--- src/rtl/mem_port_arbiter_if.sv ---
// Bundle of signals between the load/store units, the data-memory port 2 and the arbiter.
// The arbiter connects through the slave modport; the units and memory model use master.
interface mem_port_arbiter_if #(
  parameter int unsigned TagW = 4
);
  // Load unit request side
  logic            ld_req;
  logic [31:0]     ld_addr;
  logic [2:0]      ld_type;
  logic [TagW-1:0] ld_tag;
  // Store unit request side
  logic            st_req;
  logic [31:0]     st_addr;
  logic [31:0]     st_data;
  logic [2:0]      st_type;
  // Completion side
  logic            ld_done;
  logic [31:0]     ld_data;
  logic [TagW-1:0] ld_tag_out;
  logic            st_done;
  logic            err;
  logic            busy;
  // Memory port 2
  logic [31:0]     mem_addr2;
  logic [31:0]     mem_din2;
  logic            mem_read2;
  logic            mem_write2;
  logic            mem_sign;
  logic [1:0]      mem_size;
  logic [31:0]     mem_dout2;
  logic            mem_valid;

  modport slave (
    input  ld_req, ld_addr, ld_type, ld_tag,
    input  st_req, st_addr, st_data, st_type,
    input  mem_dout2, mem_valid,
    output ld_done, ld_data, ld_tag_out, st_done, err, busy,
    output mem_addr2, mem_din2, mem_read2, mem_write2, mem_sign, mem_size
  );

  modport master (
    output ld_req, ld_addr, ld_type, ld_tag,
    output st_req, st_addr, st_data, st_type,
    output mem_dout2, mem_valid,
    input  ld_done, ld_data, ld_tag_out, st_done, err, busy,
    input  mem_addr2, mem_din2, mem_read2, mem_write2, mem_sign, mem_size
  );
endinterface

--- src/rtl/mem_port_arbiter.sv ---
// Shares data-memory port 2 between the load and store units. One transaction in flight:
// grant (round-robin on ties), one-cycle strobe, wait for the response or a timeout,
// then a one-cycle done pulse to the granted unit. All outputs are registered.
// TagW must match the TagW of the connected interface.
module mem_port_arbiter #(
  parameter int unsigned TagW    = 4,
  parameter int unsigned Timeout = 255  // WAIT cycles before abort; 0 disables
) (
  input logic               clk,
  input logic               rst_n,
  mem_port_arbiter_if.slave bus
);

  typedef enum logic [1:0] {StIdle, StIssue, StWait, StResp} state_e;

  localparam bit         TimeoutEn = (Timeout != 0);
  localparam logic [7:0] CntLast   = 8'(Timeout - 1);

  state_e          state_q;
  logic            last_st_q;  // 1: store holds the most recent grant
  logic            is_st_q;
  logic [7:0]      cnt_q;
  logic [TagW-1:0] tag_q;

  logic            ld_done_q, st_done_q, err_q, busy_q;
  logic            mem_read_q, mem_write_q, mem_sign_q;
  logic [1:0]      mem_size_q;
  logic [31:0]     mem_addr_q, mem_din_q, ld_data_q;
  logic [TagW-1:0] ld_tag_out_q;

  logic            grant_st;
  logic [2:0]      grant_type;
  logic            finish;

  // Store wins when it is the only requester, or on a tie when load was granted last.
  assign grant_st   = bus.st_req & (~bus.ld_req | ~last_st_q);
  assign grant_type = grant_st ? bus.st_type : bus.ld_type;
  // A response always beats a timeout that lands in the same cycle.
  assign finish     = bus.mem_valid | (TimeoutEn && (cnt_q == CntLast));

  // Transaction FSM together with its registered outputs.
  always_ff @(posedge clk or negedge rst_n) begin
    if (!rst_n) begin
      state_q      <= StIdle;
      last_st_q    <= 1'b1;
      is_st_q      <= 1'b0;
      cnt_q        <= '0;
      tag_q        <= '0;
      ld_done_q    <= 1'b0;
      st_done_q    <= 1'b0;
      err_q        <= 1'b0;
      busy_q       <= 1'b0;
      mem_read_q   <= 1'b0;
      mem_write_q  <= 1'b0;
      mem_sign_q   <= 1'b0;
      mem_size_q   <= '0;
      mem_addr_q   <= '0;
      mem_din_q    <= '0;
      ld_data_q    <= '0;
      ld_tag_out_q <= '0;
    end else begin
      ld_done_q <= 1'b0;
      st_done_q <= 1'b0;
      err_q     <= 1'b0;
      unique case (state_q)
        StIdle: begin
          if (bus.ld_req || bus.st_req) begin
            state_q     <= StIssue;
            busy_q      <= 1'b1;
            last_st_q   <= grant_st;
            is_st_q     <= grant_st;
            mem_read_q  <= ~grant_st;
            mem_write_q <= grant_st;
            mem_addr_q  <= grant_st ? bus.st_addr : bus.ld_addr;
            mem_din_q   <= grant_st ? bus.st_data : '0;
            mem_sign_q  <= grant_type[2];
            mem_size_q  <= grant_type[1:0];
            tag_q       <= bus.ld_tag;
          end
        end
        StIssue: begin
          mem_read_q  <= 1'b0;
          mem_write_q <= 1'b0;
          cnt_q       <= '0;
          state_q     <= StWait;
        end
        StWait: begin
          cnt_q <= cnt_q + 8'd1;
          if (finish) begin
            state_q <= StResp;
            err_q   <= ~bus.mem_valid;
            if (is_st_q) begin
              st_done_q <= 1'b1;
            end else begin
              ld_done_q    <= 1'b1;
              ld_data_q    <= bus.mem_valid ? bus.mem_dout2 : '0;
              ld_tag_out_q <= tag_q;
            end
          end
        end
        StResp: begin
          state_q <= StIdle;
          busy_q  <= 1'b0;
        end
        default: state_q <= StIdle;
      endcase
    end
  end

  assign bus.ld_done    = ld_done_q;
  assign bus.ld_data    = ld_data_q;
  assign bus.ld_tag_out = ld_tag_out_q;
  assign bus.st_done    = st_done_q;
  assign bus.err        = err_q;
  assign bus.busy       = busy_q;
  assign bus.mem_addr2  = mem_addr_q;
  assign bus.mem_din2   = mem_din_q;
  assign bus.mem_read2  = mem_read_q;
  assign bus.mem_write2 = mem_write_q;
  assign bus.mem_sign   = mem_sign_q;
  assign bus.mem_size   = mem_size_q;

endmodule
--- src/flat_wrapper.sv ---
// flat-port wrapper written by rule: the top's interface ports become plain ports
module mem_port_arbiter_flat 
#(
  parameter int unsigned TagW    = 4,
  parameter int unsigned Timeout = 255                                         
)
  (clk, rst_n, bus_ld_req, bus_ld_addr, bus_ld_type, bus_ld_tag, bus_st_req, bus_st_addr, bus_st_data, bus_st_type, bus_mem_dout2, bus_mem_valid, bus_ld_done, bus_ld_data, bus_ld_tag_out, bus_st_done, bus_err, bus_busy, bus_mem_addr2, bus_mem_din2, bus_mem_read2, bus_mem_write2, bus_mem_sign, bus_mem_size);
  mem_port_arbiter_if #(.TagW(TagW)) bus_i ();
  input logic clk;
  input logic rst_n;
  input wire logic [$bits(bus_i.ld_req)-1:0] bus_ld_req;
  input wire logic [$bits(bus_i.ld_addr)-1:0] bus_ld_addr;
  input wire logic [$bits(bus_i.ld_type)-1:0] bus_ld_type;
  input wire logic [$bits(bus_i.ld_tag)-1:0] bus_ld_tag;
  input wire logic [$bits(bus_i.st_req)-1:0] bus_st_req;
  input wire logic [$bits(bus_i.st_addr)-1:0] bus_st_addr;
  input wire logic [$bits(bus_i.st_data)-1:0] bus_st_data;
  input wire logic [$bits(bus_i.st_type)-1:0] bus_st_type;
  input wire logic [$bits(bus_i.mem_dout2)-1:0] bus_mem_dout2;
  input wire logic [$bits(bus_i.mem_valid)-1:0] bus_mem_valid;
  output wire logic [$bits(bus_i.ld_done)-1:0] bus_ld_done;
  output wire logic [$bits(bus_i.ld_data)-1:0] bus_ld_data;
  output wire logic [$bits(bus_i.ld_tag_out)-1:0] bus_ld_tag_out;
  output wire logic [$bits(bus_i.st_done)-1:0] bus_st_done;
  output wire logic [$bits(bus_i.err)-1:0] bus_err;
  output wire logic [$bits(bus_i.busy)-1:0] bus_busy;
  output wire logic [$bits(bus_i.mem_addr2)-1:0] bus_mem_addr2;
  output wire logic [$bits(bus_i.mem_din2)-1:0] bus_mem_din2;
  output wire logic [$bits(bus_i.mem_read2)-1:0] bus_mem_read2;
  output wire logic [$bits(bus_i.mem_write2)-1:0] bus_mem_write2;
  output wire logic [$bits(bus_i.mem_sign)-1:0] bus_mem_sign;
  output wire logic [$bits(bus_i.mem_size)-1:0] bus_mem_size;
  assign bus_i.ld_req = bus_ld_req;
  assign bus_i.ld_addr = bus_ld_addr;
  assign bus_i.ld_type = bus_ld_type;
  assign bus_i.ld_tag = bus_ld_tag;
  assign bus_i.st_req = bus_st_req;
  assign bus_i.st_addr = bus_st_addr;
  assign bus_i.st_data = bus_st_data;
  assign bus_i.st_type = bus_st_type;
  assign bus_i.mem_dout2 = bus_mem_dout2;
  assign bus_i.mem_valid = bus_mem_valid;
  assign bus_ld_done = bus_i.ld_done;
  assign bus_ld_data = bus_i.ld_data;
  assign bus_ld_tag_out = bus_i.ld_tag_out;
  assign bus_st_done = bus_i.st_done;
  assign bus_err = bus_i.err;
  assign bus_busy = bus_i.busy;
  assign bus_mem_addr2 = bus_i.mem_addr2;
  assign bus_mem_din2 = bus_i.mem_din2;
  assign bus_mem_read2 = bus_i.mem_read2;
  assign bus_mem_write2 = bus_i.mem_write2;
  assign bus_mem_sign = bus_i.mem_sign;
  assign bus_mem_size = bus_i.mem_size;
  mem_port_arbiter #(.TagW(TagW), .Timeout(Timeout)) u_core (.clk(clk), .rst_n(rst_n), .bus(bus_i));
endmodule
--- config.mk ---
export PLATFORM = sky130hd
export DESIGN_NAME = mem_port_arbiter_flat
export DESIGN_NICKNAME = d
export VERILOG_FILES = /design/src/rtl/mem_port_arbiter_if.sv /design/src/rtl/mem_port_arbiter.sv /design/src/flat_wrapper.sv
export SDC_FILE = /design/constraint.sdc
export NUM_CORES = 1
export LEC_CHECK = 0
export BUFFER_PORTS_ARGS = -buffer_cell sky130_fd_sc_hd__buf_4
export CAP_MARGIN = 40
export CORE_AREA = 4 4 111 113
export CTS_CLUSTER_DIAMETER = 50
export CTS_CLUSTER_SIZE = 40
export DETAILED_ROUTE_END_ITERATION = 7
export DIE_AREA = 0 0 115 117
export HOLD_SLACK_MARGIN = 0.12
export PLACE_DENSITY = 0.81
export SYNTH_ARGS = -nofsm -noshare
export SYNTH_HDL_FRONTEND = slang
export SYNTH_SLANG_ARGS = --single-unit
--- constraint.sdc ---
create_clock -name clk -period 2 [get_ports clk]
set_clock_uncertainty 0.15 [all_clocks]
set_input_delay 0 -clock clk [delete_from_list [all_inputs] [get_ports clk]]
set_output_delay 0 -clock clk [all_outputs]
set_load 0.05 [all_outputs]
==> results.yml <==
outcome:
  status: "complete, but fails checks"
  failed_checks: "setup timing"
worst_setup_path:
  crit_path_end_kind: "flop"
  path_max_fanout: 9
  crit_start: "u_core.last_st_q"
  r2r_slack_ps: -150
  arrival_ps: 2270
  cp.required_ps: 2120
  criticalPathCategory: "reg -> reg"
  rr_startpoint: "u_core.last_st_q"
  startpoint_type: "flop"
synth:
  synth_fp_nets: 552
  yosys-top-cells-area: "dfrtp_1, a22o_1, mux2i_1"
  yosysTopAreaCellShare_pct: 60.71
  ys_ff_latch: 125
  syn_area_mm2: 0.005111
  synth_top_area_cell: "dfrtp_1"
  syn_avg_cell_area_um2: 12.71
  syn_inst: 402
  ys_seq_area_share_pct: 61.22
  ys_types: 37
  yosysWarnings: 0
route:
  via_per_inst: 5.611
  first_pass_iters: 6
  wire_per_inst_um: 23.67
  drc: 0
  drtIter0Drc: 390
  dr_total_vias: 5504
  routed_wl_um: 23220
  ant_nets: 0
timing:
  setup_ws_ps: -150.5
  hold_violations: 0
  fmax_mhz: 465.0
  rsz0062_at_grt: "yes"
  finalCritPeriodShare_pct: 107.5
  finalSetupViolCount: 8
  tns_ps: -764.9
  slew_headroom_pct: 64.86
  worstMarginPinSlew_ps: 527.1
  finalCriticalPeriod_ps: 2150
  maxSlewViolCount: 0
die:
  die_h_um: 117
  dieArea_mm2: 0.01346
  io_pins: 252
  die_w_um: 115
  initial_core_util_pct: 45.15
  row_count: 39
  core_mm2: 0.01132
clocking:
  clkLatencyLatePin_ps: 410
  clk_path_buf_depth: 2
  path_clk_slew_ps: 60
  cts_made_buffers: 17
  htree_levels: 4
  tritoncts: "built"
  root_buffer: "clkbuf_16"
  clock-sinks: 125
global_routing:
  grt_pass1_wl_um: 30630
  grt.total_usage_pct: 30.34
  grt_pass1_vias: 5674
  overflow: 0
  grt_max_degree: 67
  antenna_found_initial: 1
power_and_ir_drop:
  peakVddDrop_mv: 1.308
  power_density_mw_per_mm2: 1738
  power.total_w: 0.01658
  p_leak_nw: 4.881
placed_design:
  io_buffers: 251
  pre_cts_slack_ps: 31.46
  gp_congestion: 0.8183
  placed_cells: 778
  post-dp-hpwl_um: 10480
flow_run:
  cap_violations: 0
min_path:
  hp-class: "in -> reg"
  min-delay-start: "bus_st_data[0]"
final_layout:
  drive_gt1_share_pct: 37.04
  area_growth_pct: 86.56
  final_cells: 981
  nNetsFinal: 975
-- metal layers --
| metal | global-route usage (%) | up-vias | part of all wire, % | wire, um |
|---|---|---|---|---|
| li1 | - | 2310 | - | - |
| met1 | 31.40 | 2679 | 31 | 7122 |
| met2 | 55.25 | 385 | 54 | 12470 |
| met3 | 7.198 | 130 | 8.4 | 1953 |
| met4 | 19.01 | 0 | 7.2 | 1680 |
| met5 | 0 | - | 0 | 0 |
-- report_power, final --
part / total [W] / internal (W) / switching (W)
registers: 0.00451 / 0.00368 / 0.000837
clock network: 0.00318 / 0.00208 / 0.00110
logic: 0.00888 / 0.00295 / 0.00593
total: 0.0166 / 0.00870 / 0.00787
-- metrics by stage --
step | hold slack [ps] | util, % | area, um^2
CTS | 177.4 | 81.06 | 9176
finish | 206.8 | 84.23 | 9535
floorplan | -445.6 | - | 5111
global placement | -145.6 | 63.10 | 7143
detailed placement | -142.4 | 63.10 | 7143
global route | 198.4 | 84.23 | 9535
-- path summary, 6_finish.rpt --
path / end / depth (start not counted)
max in group asynchronous: u_core.last_st_q / 4
worst max-delay path: u_core.bus.mem_addr2[1] / 5
worst min register to register: u_core.tag_q[0] / 1
worst max register to register: u_core.bus.mem_addr2[1] / 5
worst min-delay path: u_core.bus.mem_din2[0] / 3
min in group asynchronous: u_core.bus.mem_din2[28] / 3
-- repair_timing --
action                                 in CTS  in global routing
endpoints found under the hold margin     238                 17
setup endpoints to repair                   0                 40
hold buffers                              143                 17
resized for setup                           0                 22
buffers inserted                            0                  9
-- cells in the final DEF (no fill, tap or decap), types with 2 or more instances in the layout --
cell type	netlist	final
a21o_1	2	2
a21oi_1	5	5
a22o_1	66	66
and2_1	2	2
and3_1	2	2
buf_12	0	6
buf_4	5	263
bufinv_16	0	3
clkbuf_1	9	3
clkbuf_16	0	19
clkbuf_8	0	4
clkinv_2	0	4
dfrtp_1	124	124
dlygate4sd3_1	0	143
dlymetal6s4s_1	0	17
ha_1	7	7
inv_1	6	6
inv_2	2	2
mux2_1	8	8
mux2i_1	38	36
mux2i_2	0	2
nand2_1	41	41
nand3_1	4	4
nand4_1	2	2
nor2_1	7	6
nor3_1	2	2
o21ai_0	10	10
o21ai_1	30	30
o2bb2ai_1	2	2
or3_1	2	2
-- area by class of cell --
class / count / area, um^2
Sequential cell: 125 / 3129
Clock buffer: 24 / 491.7
Timing Repair Buffer: 431 / 3789
Clock inverter: 7 / 110.1
Inverter: 8 / 30.03
Multi-Input combinational cell: 242 / 1804
Tap cell: 143 / 178.9
Fill cell: 508 / 1785
Antenna cell: 1 / 2.502
-- flip-flops by register name (all words and copies together), names as in the netlist --
name                   flops
u_core.bus.st_done         1
u_core.bus.mem_addr2      32
u_core.last_st_q           1
u_core.bus.mem_write2      1
u_core.bus.mem_read2       1
u_core.bus.mem_sign        1
u_core.is_st_q             1
u_core.state_q             2
u_core.bus.ld_data        32
u_core.bus.mem_din2       32
u_core.tag_q               4
u_core.bus.ld_tag_out      4
u_core.bus.mem_size        2
u_core.cnt_q               8
u_core.bus.ld_done         1
u_core.bus.busy            1
u_core.bus.err             1
-- logic make-up (layout without fill, tap and decap cells) --
logic type	Yosys count	in the layout	synth area share (%)
flip-flops	125	125	61.22
AO/OA/AOI/OAI	122	122	17.53
AND/OR/NAND/NOR	66	66	5.802
multiplexers	46	46	9.204
buffers and inverters	35	470	4.358
adder cells (fa/ha/maj)	7	7	1.714
XOR/XNOR	1	1	0.1714
other	0	1	0
-- worst max-delay path, stage by stage (launching register included) --
cell	delay, ps
dfstp_2	390
a21boi_4	280
clkbuf_16	250
mux2i_1	230
dlygate4sd3_1	590
o21ai_1	100
-- cell usage after synthesis (all sizes together) --
cell and number:
nand3 4, mux2 8, and3 2, o2bb2ai 2, o21bai 1, a21o 2, clkbuf 9, o31ai 1
nand2b 1, inv 8, mux2i 38, ha 7, and2 2, a22o 66, a22oi 1, o32a 1
or3 2, nor2b 1, dfrtp 124, a21boi 1, o21a 1, nand2 42, a21oi 5, nor2 7
dfstp 1, nand4 3, xor2 1, nor3 2, o21ai 41, buf 18
Power figures use the tool's default switching activity.
